**config.mk**
```make
export PLATFORM = sky130hd
export DESIGN_NAME = cp0_unit
export DESIGN_NICKNAME = d
export VERILOG_FILES = /design/src/rtl/cp0_pkg.sv /design/src/rtl/cp0_timer.sv /design/src/rtl/cp0_unit.sv
export SDC_FILE = /design/constraint.sdc
export NUM_CORES = 1
export LEC_CHECK = 0
export ABC_AREA = 1
export CORE_UTILIZATION = 40
export DETAILED_ROUTE_END_ITERATION = 7
export GPL_TIMING_DRIVEN = 0
export HOLD_SLACK_MARGIN = 0.02
export PLACE_DENSITY = 0.92
export SYNTH_ARGS = -nofsm -noshare
export SYNTH_HDL_FRONTEND = slang
export SYNTH_SLANG_ARGS = --single-unit
```
**constraint.sdc**
```tcl
create_clock -name clk -period 1.6 [get_ports clk]
set_clock_uncertainty 0.1 [all_clocks]
set_input_delay 0.32 -clock clk [delete_from_list [all_inputs] [get_ports clk]]
set_output_delay 0.32 -clock clk [all_outputs]
set_load 0.1 [all_outputs]
```
**src/rtl/cp0_pkg.sv**
```systemverilog
// Shared definitions for the CP0 unit: register indices, Status/Cause field
// positions, exception codes and helpers that pack fields into 32-bit views.
// Optional timer feature is selected with the CP0_TIMER_EN macro.
package cp0_pkg;

  localparam int XLEN = 32;

  // CP0 register indices
  localparam logic [4:0] CP0_IDX_COUNT   = 5'd9;
  localparam logic [4:0] CP0_IDX_COMPARE = 5'd11;
  localparam logic [4:0] CP0_IDX_STATUS  = 5'd12;
  localparam logic [4:0] CP0_IDX_CAUSE   = 5'd13;
  localparam logic [4:0] CP0_IDX_EPC     = 5'd14;

  // Status field positions
  localparam int STATUS_IE_BIT  = 0;
  localparam int STATUS_EXL_BIT = 1;
  localparam int STATUS_IM_LSB  = 8;
  localparam int STATUS_IM_MSB  = 15;

  // Cause field positions
  localparam int CAUSE_BD_BIT  = 31;
  localparam int CAUSE_IP_LSB  = 8;
  localparam int CAUSE_IP_MSB  = 15;
  localparam int CAUSE_EXC_LSB = 2;
  localparam int CAUSE_EXC_MSB = 6;

  // Interrupt-pending layout: two software lines below six hardware lines,
  // with the timer sharing the top hardware line.
  localparam int SWINT_W      = 2;
  localparam int HWINT_W      = 6;
  localparam int IP_TIMER_BIT = 7;

  // Compare resets to all ones so the timer does not fire right after reset
  localparam logic [XLEN-1:0] COMPARE_RST = 32'hFFFF_FFFF;

  // Exception codes
  typedef enum logic [4:0] {
    EXC_INT = 5'd0,
    EXC_SYS = 5'd8,
    EXC_BP  = 5'd9,
    EXC_RI  = 5'd10,
    EXC_OV  = 5'd12,
    EXC_TR  = 5'd13
  } exc_code_e;

  // Implemented Status bits
  typedef struct packed {
    logic [7:0] im;
    logic       exl;
    logic       ie;
  } status_t;

  // Status as seen by software; unimplemented bits read 0
  function automatic logic [XLEN-1:0] pack_status(input status_t s);
    logic [XLEN-1:0] w;
    w = '0;
    w[STATUS_IE_BIT]                = s.ie;
    w[STATUS_EXL_BIT]               = s.exl;
    w[STATUS_IM_MSB:STATUS_IM_LSB]  = s.im;
    return w;
  endfunction

  // Cause as seen by software; unimplemented bits read 0
  function automatic logic [XLEN-1:0] pack_cause(input logic bd,
                                                 input logic [7:0] ip,
                                                 input logic [4:0] exc);
    logic [XLEN-1:0] w;
    w = '0;
    w[CAUSE_BD_BIT]                 = bd;
    w[CAUSE_IP_MSB:CAUSE_IP_LSB]    = ip;
    w[CAUSE_EXC_MSB:CAUSE_EXC_LSB]  = exc;
    return w;
  endfunction

endpackage

```
**src/rtl/cp0_timer.sv**
```systemverilog
// Count/Compare timer for CP0. Count free-runs, Compare is software written,
// and TI latches one cycle after a match until Compare is rewritten.
// Only instantiated when CP0_TIMER_EN is defined.
module cp0_timer
  import cp0_pkg::*;
(
  input  logic            clk,
  input  logic            rstn,
  input  logic            i_count_we,
  input  logic            i_compare_we,
  input  logic [XLEN-1:0] i_wdata,
  output logic [XLEN-1:0] o_count,
  output logic [XLEN-1:0] o_compare,
  output logic            o_ti
);

  logic [XLEN-1:0] r_count;
  logic [XLEN-1:0] r_compare;
  logic            r_ti;

  // Count increments every cycle unless software loads it
  always_ff @(posedge clk) begin
    if (!rstn) begin
      r_count <= '0;
    end else if (i_count_we) begin
      r_count <= i_wdata;
    end else begin
      r_count <= r_count + 1'b1;
    end
  end

  // Compare is only changed by software
  always_ff @(posedge clk) begin
    if (!rstn) begin
      r_compare <= COMPARE_RST;
    end else if (i_compare_we) begin
      r_compare <= i_wdata;
    end
  end

  // TI sets on a registered match; rewriting Compare clears it and wins
  always_ff @(posedge clk) begin
    if (!rstn) begin
      r_ti <= 1'b0;
    end else if (i_compare_we) begin
      r_ti <= 1'b0;
    end else if (r_count == r_compare) begin
      r_ti <= 1'b1;
    end
  end

  assign o_count   = r_count;
  assign o_compare = r_compare;
  assign o_ti      = r_ti;

endmodule

```
**src/rtl/cp0_unit.sv**
```systemverilog
// CP0 unit: Status, Cause and EPC registers with mtc0/mfc0 access and
// exception-path updates. Exception-path writes take priority over a
// same-cycle mtc0 to the same register, with no field merging.
// Define CP0_TIMER_EN to add the Count/Compare timer on IP[7].
module cp0_unit
  import cp0_pkg::*;
(
  input  logic            clk,
  input  logic            rstn,
  input  logic            writestatus,
  input  logic            writecause,
  input  logic            writeepc,
  input  logic            exl,
  input  logic            ie,
  input  logic            db,
  input  logic            inta,
  input  logic [4:0]      exccode,
  input  logic            mtc0,
  input  logic            mfc0,
  input  logic [4:0]      rd,
  input  logic [XLEN-1:0] wdata,
  output logic [XLEN-1:0] rdata,
  input  logic [XLEN-1:0] epcin,
  input  logic [5:0]      hwint,
  output logic [XLEN-1:0] epc,
  output logic            intr,
  output logic [7:0]      imip
);

  status_t                r_status;
  logic                   r_bd;
  exc_code_e              r_exccode;
  logic [SWINT_W-1:0]     r_ip_sw;
  logic [HWINT_W-1:0]     r_hwint;
  logic [XLEN-1:0]        r_epc;

  logic                   w_mtc0_status;
  logic                   w_mtc0_cause;
  logic                   w_mtc0_epc;
  logic [7:0]             w_ip;
  logic [XLEN-1:0]        w_count;
  logic [XLEN-1:0]        w_compare;
  logic                   w_ti;
  logic [XLEN-1:0]        w_rdata;
  logic                   w_unused;

  // inta only tells us an interrupt is being taken; nothing here reacts to it
  assign w_unused = &{1'b0, inta};

  assign w_mtc0_status = mtc0 && (rd == CP0_IDX_STATUS);
  assign w_mtc0_cause  = mtc0 && (rd == CP0_IDX_CAUSE);
  assign w_mtc0_epc    = mtc0 && (rd == CP0_IDX_EPC);

`ifdef CP0_TIMER_EN
  logic w_mtc0_count;
  logic w_mtc0_compare;

  assign w_mtc0_count   = mtc0 && (rd == CP0_IDX_COUNT);
  assign w_mtc0_compare = mtc0 && (rd == CP0_IDX_COMPARE);

  cp0_timer u_timer (
    .clk          (clk),
    .rstn         (rstn),
    .i_count_we   (w_mtc0_count),
    .i_compare_we (w_mtc0_compare),
    .i_wdata      (wdata),
    .o_count      (w_count),
    .o_compare    (w_compare),
    .o_ti         (w_ti)
  );
`else
  // Without the timer, Count/Compare read as zero and IP[7] is hwint[5] only
  assign w_count   = '0;
  assign w_compare = '0;
  assign w_ti      = 1'b0;
`endif

  // Status: exception/eret update first, else software write of all fields
  always_ff @(posedge clk) begin
    if (!rstn) begin
      r_status <= '0;
    end else if (writestatus) begin
      r_status.exl <= exl;
      r_status.ie  <= ie;
    end else if (w_mtc0_status) begin
      r_status.im  <= wdata[STATUS_IM_MSB:STATUS_IM_LSB];
      r_status.exl <= wdata[STATUS_EXL_BIT];
      r_status.ie  <= wdata[STATUS_IE_BIT];
    end
  end

  // Cause: exception update first, else software may set only IP[1:0]
  always_ff @(posedge clk) begin
    if (!rstn) begin
      r_bd      <= 1'b0;
      r_exccode <= EXC_INT;
      r_ip_sw   <= '0;
    end else if (writecause) begin
      r_bd      <= db;
      r_exccode <= exc_code_e'(exccode);
    end else if (w_mtc0_cause) begin
      r_ip_sw   <= wdata[CAUSE_IP_LSB +: SWINT_W];
    end
  end

  // Hardware interrupt lines are sampled every cycle
  always_ff @(posedge clk) begin
    if (!rstn) begin
      r_hwint <= '0;
    end else begin
      r_hwint <= hwint;
    end
  end

  // EPC: exception capture first, else software write
  always_ff @(posedge clk) begin
    if (!rstn) begin
      r_epc <= '0;
    end else if (writeepc) begin
      r_epc <= epcin;
    end else if (w_mtc0_epc) begin
      r_epc <= wdata;
    end
  end

  // Assemble IP: software lines at the bottom, hardware lines above,
  // with the timer ORed onto the top line
  assign w_ip[SWINT_W-1:0] = r_ip_sw;
  for (genvar gi = 0; gi < HWINT_W; gi++) begin : g_ip_hw
    if (gi + SWINT_W == IP_TIMER_BIT) begin : g_timer_line
      assign w_ip[gi+SWINT_W] = r_hwint[gi] | w_ti;
    end else begin : g_plain_line
      assign w_ip[gi+SWINT_W] = r_hwint[gi];
    end
  end

  // mfc0 read mux shows current register values; unknown indices read 0
  always_comb begin
    w_rdata = '0;
    if (mfc0) begin
      case (rd)
        CP0_IDX_COUNT:   w_rdata = w_count;
        CP0_IDX_COMPARE: w_rdata = w_compare;
        CP0_IDX_STATUS:  w_rdata = pack_status(r_status);
        CP0_IDX_CAUSE:   w_rdata = pack_cause(r_bd, w_ip, r_exccode);
        CP0_IDX_EPC:     w_rdata = r_epc;
        default:         w_rdata = '0;
      endcase
    end
  end

  assign rdata = w_rdata;
  assign epc   = r_epc;
  assign intr  = r_status.ie & ~r_status.exl;
  assign imip  = w_ip & r_status.im;

endmodule

```
==> results.json, run 1 <==
{
  "status": "complete, but fails checks",
  "failed_checks": "negative setup slack",
  "clock_insertion_delay_worst_skew_ns": 0.32,
  "detailroute.via_count": 4763,
  "synth_xor_xnor_area_share_pct": 0,
  "synth_top_family_by_area": "simple AND/OR/NAND/NOR gates",
  "port_buffer_count": 159,
  "timing.critical_path.slowest_stage_cell": "sky130_fd_sc_hd__nor2_2",
  "grt_start_max_net_pins": 16,
  "p_switching_mw": 1.52,
  "worst_ir_drop_vdd_v": 0.000443,
  "cellPowerDensity_mw_per_mm2": 624,
  "gp_routability_congestion": 0.882,
  "timing.critical_path.from_type": "input pin",
  "synth.avg_cell_area_sq_um": 5.88,
  "coreArea_sq_mm": 0.00773,
  "cts_buffers": 5,
  "routed_via_density": 5.68,
  "synthesized_area_fraction_occupied_by_ao_oa_aoi_and_oai_cells_pct": 3.62,
  "critical_path.max_fanout": 10,
  "detailedRoute.firstPassIterationCount": 6,
  "first_global_vias": 4529,
  "comb_power_share_pct": 37.0,
  "first_pass_grt_wire_length_mm": 22.4,
  "layout-drive-gt1-share_pct": 32.4,
  "critical_path_arrival_ns": 1.49,
  "flow.area_growth_from_synthesis_pct": 91.9,
  "synth_adder_area_share_pct": 0,
  "setup_slack_after_layout_ns": -0.309,
  "wl_per_cell_microns": 19.3,
  "dieHeight_microns": 91.2,
  "layout_common_cells": "sky130_fd_sc_hd__nand2_1 (173), sky130_fd_sc_hd__nor2_1 (90), sky130_fd_sc_hd__clkdlybuf4s50_1 (80)",
  "final_design_area_no_fill_sq_mm": 0.00610,
  "tritoncts": "built",
  "ant_nets_after_route": 0,
  "timing.final.setup_violations": 35,
  "yosys.cell_types.count": 22,
  "cp_slowest_stage_delay_ns": 0.22,
  "dpl.cell_count": 802,
  "std_cell_rows": 32,
  "most_common_library_cell_in_the_layout_ignoring_fill_and_taps": "sky130_fd_sc_hd__nand2_1",
  "intPower_mw": 2.29,
  "synth_fp_nets": 632,
  "clk_pin_slew_worst_paths_ns": 0.09,
  "top_level_ports": 164,
  "num-nets-final": 825,
  "final.period_utilization_pct": 119,
  "seq_power_share_pct": 40.8,
  "cts_root_buffer": "sky130_fd_sc_hd__clkbuf_8",
  "crit_path_cell_trace": "buf_6 > nor2_2 > buf_6 > nand3_1 > nand3_1 > nand2_1 > clkinvlp_4 > buf_12",
  "stdcell_count": 838,
  "ctsLongestPathBuffers": 2,
  "layout.core_utilization_pct": 79.0,
  "clockPowerShare_pct": 22.2,
  "ys_seq_area_share_pct": 35.2,
  "report.final.slew_viol_count": 0,
  "grt_util_all_layers_pct": 34.5,
  "clock-sinks": 56,
  "cts_hold_repair.buffers": 0,
  "die_w_microns": 91.2,
  "dp.final_hpwl_mm": 9.32,
  "post_synth_inst_count": 541,
  "p_leak_nw": 2.90,
  "relSlewSlack_pct": 56.9,
  "post_synth_instance_area_sq_mm": 0.00318,
  "required_ns": 1.18,
  "min_period_ns": 1.91,
  "grt_antenna_before_repair": 1,
  "globalRoute.totalOverflow": 0,
  "die_area_sq_mm": 0.00831,
  "min-delay-path-class": "in -> reg",
  "starting_density_pct": 41.2,
  "post-place-ws_ns": -1.88,
  "yosysWarningCount": 0,
  "detail_route.drc_violations": 0,
  "wl_mm": 16.1,
  "timing.setup.critical_path_class": "in -> out",
  "drtIter0Drc": 565,
  "clock.fmax_mhz": 524,
  "synthSimpleGateAreaFrac_pct": 49.9,
  "maxCapViolCount": 0,
  "critPathCaptureType": "output pin",
  "post_synth_mux_area_share_pct": 0,
  "timing_hold_violations_final": 0,
  "p_sw_share_pct": 39.8,
  "unrepaired_setup_endpoints_after_global_routing": "yes",
  "ys_seq_elements": 56,
  "placed_cell_area_sq_mm": 0.00535,
  "worst_pin_slew_ns": 0.647,
  "clock_tree.htree_level_count": 2
}
[registers in the layout (all words and copies together) (netlist names)]
register,cells
epc,32
r_bd,1
r_exccode,5
r_hwint,6
r_ip_sw,2
r_status,10
[cells in the mapped netlist]
cell | n | area share, %
sky130_fd_sc_hd__nand2_1 | 187 | 22
sky130_fd_sc_hd__nor2_1 | 93 | 11
sky130_fd_sc_hd__nand3_1 | 57 | 9.0
sky130_fd_sc_hd__dfxtp_1 | 56 | 35
sky130_fd_sc_hd__inv_1 | 55 | 6.5
sky130_fd_sc_hd__nor3_1 | 16 | 2.5
sky130_fd_sc_hd__buf_2 | 15 | 2.4
sky130_fd_sc_hd__a21oi_1 | 14 | 2.2
sky130_fd_sc_hd__nand3b_1 | 11 | 2.6
sky130_fd_sc_hd__clkbuf_1 | 10 | 1.2
sky130_fd_sc_hd__o21ai_0 | 9 | 1.4
sky130_fd_sc_hd__buf_1 | 5 | 0.59
sky130_fd_sc_hd__inv_2 | 3 | 0.35
sky130_fd_sc_hd__nor2_4 | 2 | 0.71
sky130_fd_sc_hd__and2_1 | 1 | 0.20
sky130_fd_sc_hd__buf_4 | 1 | 0.24
sky130_fd_sc_hd__nand2_4 | 1 | 0.35
sky130_fd_sc_hd__nand3_4 | 1 | 0.55
sky130_fd_sc_hd__nand4_1 | 1 | 0.20
sky130_fd_sc_hd__nand4_2 | 1 | 0.39
sky130_fd_sc_hd__nor2_2 | 1 | 0.20
sky130_fd_sc_hd__or2_2 | 1 | 0.20
[worst max-delay path: cells and delay by family]
kind                   cells  cell delay (ns)
and+or+nand+nor            4             0.59
buffers and inverters      4             0.58
[per-stage QoR]
stage | hold slack (ns) | setup TNS, ns | total power [mW]
after detailed placement | 0.387 | -90.20 | 2.87
after floorplan | 0.318 | -12.45 | 2.41
after CTS | 0.321 | -5.36 | 3.69
after global routing | 0.357 | -7.99 | 3.90
final | 0.353 | -6.72 | 3.81
after global placement | 0.378 | -87.91 | 2.84
[power groups by stage]
stage | logic (mW) | registers, mW | clock network [mW]
2_1_floorplan | 0.415 | 1.99 | 0
6_report | 1.41 | 1.56 | 0.844
5_1_grt | 1.47 | 1.56 | 0.874
3_5_place_dp | 1.30 | 1.57 | 0
4_1_cts | 1.33 | 1.54 | 0.818
3_3_place_gp | 1.27 | 1.57 | 0
[repair_timing]
item,CTS,global route
endpoints found under the setup margin,113,61
pin swaps,27,9
buffers inserted,17,6
cloned,4,1
gates resized for setup,571,28
[worst paths after layout]
path	startpoint	endpoint	slack, ns	depth (start not counted)
max	rd[0]	rdata[11]	-0.31	8
min	rstn	epc[13]	0.35	3
max reg2reg	epc[17]	epc[17]	0.58	4
min reg2reg	epc[13]	epc[13]	0.42	2
[layer usage]
metal	part of all wire (%)	up-vias	global-route usage (%)
li1	-	2050	-
met1	33	2142	38.8
met2	48	432	59.3
met3	10	139	6.45
met4	8.4	0	22.9
met5	0	-	0
[final cells by class]
cell class / instances / area (sq um)
Clock buffer: 8 / 90.1
Fill cell: 429 / 1620
Inverter: 58 / 256
Antenna cell: 1 / 2.50
Buffer: 31 / 241
Sequential cell: 56 / 1170
Multi-Input combinational cell: 396 / 2140
Timing Repair Buffer: 186 / 2070
Tap cell: 102 / 128
[cell families after synthesis]
logic type	after synthesis
simple gates	373
buf+inv	89
flops	56
compound gates	23
Note: power is estimated with default switching activity, not from simulation.
==> run 2, diff against run 1 <==
--- a/config.mk
+++ b/config.mk
@@ -8,6 +8,7 @@
 export ABC_AREA = 1
 export CORE_UTILIZATION = 40
 export DETAILED_ROUTE_END_ITERATION = 7
+export GPL_ROUTABILITY_DRIVEN = 0
 export GPL_TIMING_DRIVEN = 0
 export HOLD_SLACK_MARGIN = 0.02
 export PLACE_DENSITY = 0.92
==> results of run 2 <==
Final layout, timing and power as in run 1 (identical DEF).
==> run 3, diff against run 2 <==
--- a/config.mk
+++ b/config.mk
@@ -6,6 +6,7 @@
 export NUM_CORES = 1
 export LEC_CHECK = 0
 export ABC_AREA = 1
+export CORE_ASPECT_RATIO = 2
 export CORE_UTILIZATION = 40
 export DETAILED_ROUTE_END_ITERATION = 7
 export GPL_ROUTABILITY_DRIVEN = 0
==> results.json, run 3 (synthesized netlist as in run 1, its figures left out) <==
{
  "required_ns": 1.18,
  "detailedRoute.firstPassIterationCount": 6,
  "cts_buffers": 5,
  "grt_antenna_before_repair": 0,
  "timing.critical_path.from_type": "input pin",
  "min-delay-path-class": "reg -> reg",
  "fin_worst_hold_slack_ns": 0.415,
  "coreArea_sq_mm": 0.00766,
  "clockPowerShare_pct": 29.7,
  "first_global_vias": 4944,
  "setup_slack_after_layout_ns": -0.234,
  "comb_power_share_pct": 33.7,
  "clk_pin_slew_worst_paths_ns": 0.07,
  "layout-drive-gt1-share_pct": 35.1,
  "area.sequential_sq_mm": 0.00117,
  "clock.fmax_mhz": 545,
  "tns_ns": -5.26,
  "top_level_ports": 164,
  "min_period_ns": 1.83,
  "final.period_utilization_pct": 115,
  "status": "complete, but fails checks",
  "cts_hold_repair.buffers": 0,
  "detail_route.drc_violations": 0,
  "die_w_microns": 65.1,
  "wl_per_cell_microns": 20.2,
  "timing_hold_violations_final": 0,
  "nFillCells": 439,
  "globalRoute.totalOverflow": 0,
  "relSlewSlack_pct": 53.0,
  "critical_path.max_fanout": 5,
  "p_leak_nw": 3.00,
  "flow.area_growth_from_synthesis_pct": 98.5,
  "timing.setup.critical_path_class": "in -> out",
  "critical_path_arrival_ns": 1.41,
  "most_common_library_cell_in_the_layout_ignoring_fill_and_taps": "sky130_fd_sc_hd__nand2_1",
  "detailroute.via_count": 4763,
  "whs_path_depth": 2,
  "timing.final.setup_violations": 33,
  "timing.critical_path.slowest_stage_cell": "sky130_fd_sc_hd__and2_4",
  "stdcell_count": 828,
  "cellPowerDensity_mw_per_mm2": 678,
  "crit_top_cell": "sky130_fd_sc_hd__buf_8",
  "wl_mm": 16.7,
  "clock-sinks": 56,
  "die_area_sq_mm": 0.00833,
  "worst_ir_drop_vdd_v": 0.000599,
  "port_buffer_count": 159,
  "layout_common_cells": "sky130_fd_sc_hd__nand2_1 (166), sky130_fd_sc_hd__nor2_1 (85), sky130_fd_sc_hd__clkdlybuf4s50_1 (80)",
  "ctsLongestPathBuffers": 2,
  "startpoint_of_the_most_critical_hold_path": "epc[12]",
  "dp.final_hpwl_mm": 9.98,
  "r2r_cells": 3,
  "worst-path-buf-inv": 3,
  "report.final.slew_viol_count": 0,
  "multi_input_area_sq_mm": 0.00226,
  "intPower_mw": 2.69,
  "num-nets-final": 824,
  "ant_nets_after_route": 0,
  "failed_checks": "negative setup slack",
  "ff2ff_setup_slack_ns": 0.55,
  "critPathCaptureType": "output pin",
  "tritoncts": "built",
  "timing.rr.end": "epc[0]",
  "p_sw_share_pct": 37.2,
  "hold_path_end": "epc[12]",
  "clock_tree.htree_level_count": 2,
  "routed_via_density": 5.75,
  "insertedDiodeCount": 0,
  "dieHeight_microns": 128,
  "first_pass_grt_wire_length_mm": 24.2,
  "worst_pin_slew_ns": 0.705,
  "maxCapViolCount": 0,
  "drtIter0Drc": 572,
  "starting_density_pct": 41.5,
  "p_switching_mw": 1.59,
  "dpl.cell_count": 794,
  "reg2reg_from": "epc[0]",
  "critPathTopFamily": "buffers and inverters",
  "crit_path_cell_trace": "buf_8 > nand2_8 > nor2_4 > and2_4 > buf_8 > nand2_4 > a21oi_4 > buf_12",
  "cts_root_buffer": "sky130_fd_sc_hd__clkbuf_16",
  "unrepaired_setup_endpoints_after_global_routing": "yes",
  "grt_util_all_layers_pct": 39.1,
  "seq_power_share_pct": 36.6,
  "std_cell_rows": 45,
  "largest_register_ffs": 32,
  "clock_insertion_delay_worst_skew_ns": 0.30,
  "cp_slowest_stage_delay_ns": 0.22,
  "grt_start_max_net_pins": 17
}
[run 3: cell types whose count changed in the layout (fill, tap and decap cells not counted), moves of 5 or more]
cell                       previous run  this run
sky130_fd_sc_hd__nand3_1             43        37
sky130_fd_sc_hd__nand2_1            173       166
sky130_fd_sc_hd__clkbuf_8             6         0
sky130_fd_sc_hd__nor2_1              90        85
[run 3: worst max-delay path by stage]
stage,from,end,slack (ns),cells after the start
floorplan,rd[3],rdata[21],-0.61,5
global placement,rd[3],rdata[28],-1.88,7
detailed placement,rd[3],rdata[28],-1.91,7
CTS,rd[2],rdata[28],-0.19,8
global route,rd[2],rdata[3],-0.25,8
finish,rd[2],rdata[3],-0.23,8
[run 3: cell type report]
cell class	count	area share (%)
Sequential cell	56	18.5
Tap cell	94	1.86
Clock buffer	6	2.04
Timing Repair Buffer	187	32.9
Clock inverter	2	0.555
Buffer	29	4.12
Multi-Input combinational cell	396	35.8
Inverter	58	4.18
[run 3: tightest hold or removal path: stages (launching register included)]
cell	delay, ns
sky130_fd_sc_hd__dfxtp_2	0.34
sky130_fd_sc_hd__nand3_1	0.08
sky130_fd_sc_hd__a21oi_1	0.06
[run 3: power by group through the flow]
stage	Clock, mW	Sequential [mW]	Combinational, mW
2_1_floorplan	0	1.99	0.415
4_1_cts	1.26	1.55	1.36
5_1_grt	1.34	1.57	1.50
3_5_place_dp	0	1.58	1.30
6_report	1.27	1.57	1.45
3_3_place_gp	0	1.57	1.28
[run 3: what timing repair did]
| action | CTS | global route |
|---|---|---|
| setup endpoints to repair | 113 | 80 |
| cloned | 5 | 0 |
| setup buffers | 14 | 9 |
| gates resized for setup | 581 | 62 |
| pin swaps | 33 | 20 |
[run 3: through the flow]
step	worst slack (ns)	power (mW)	util, %	instance area (sq um)
2_1_floorplan	-0.609	2.41	-	3630
3_5_place_dp	-1.91	2.88	69.7	5340
6_report	-0.234	4.28	82.5	6310
3_3_place_gp	-1.88	2.85	69.7	5340
4_1_cts	-0.186	4.18	80.1	6130
5_1_grt	-0.250	4.41	82.5	6310
[run 3: layer usage]
metal	global-route usage, %	vias up	routed length, microns
met5	0	-	0
met4	37.2	0	1730
met3	7.83	145	1270
met2	71.7	369	8770
met1	33.3	2201	4930
li1	-	2048	-
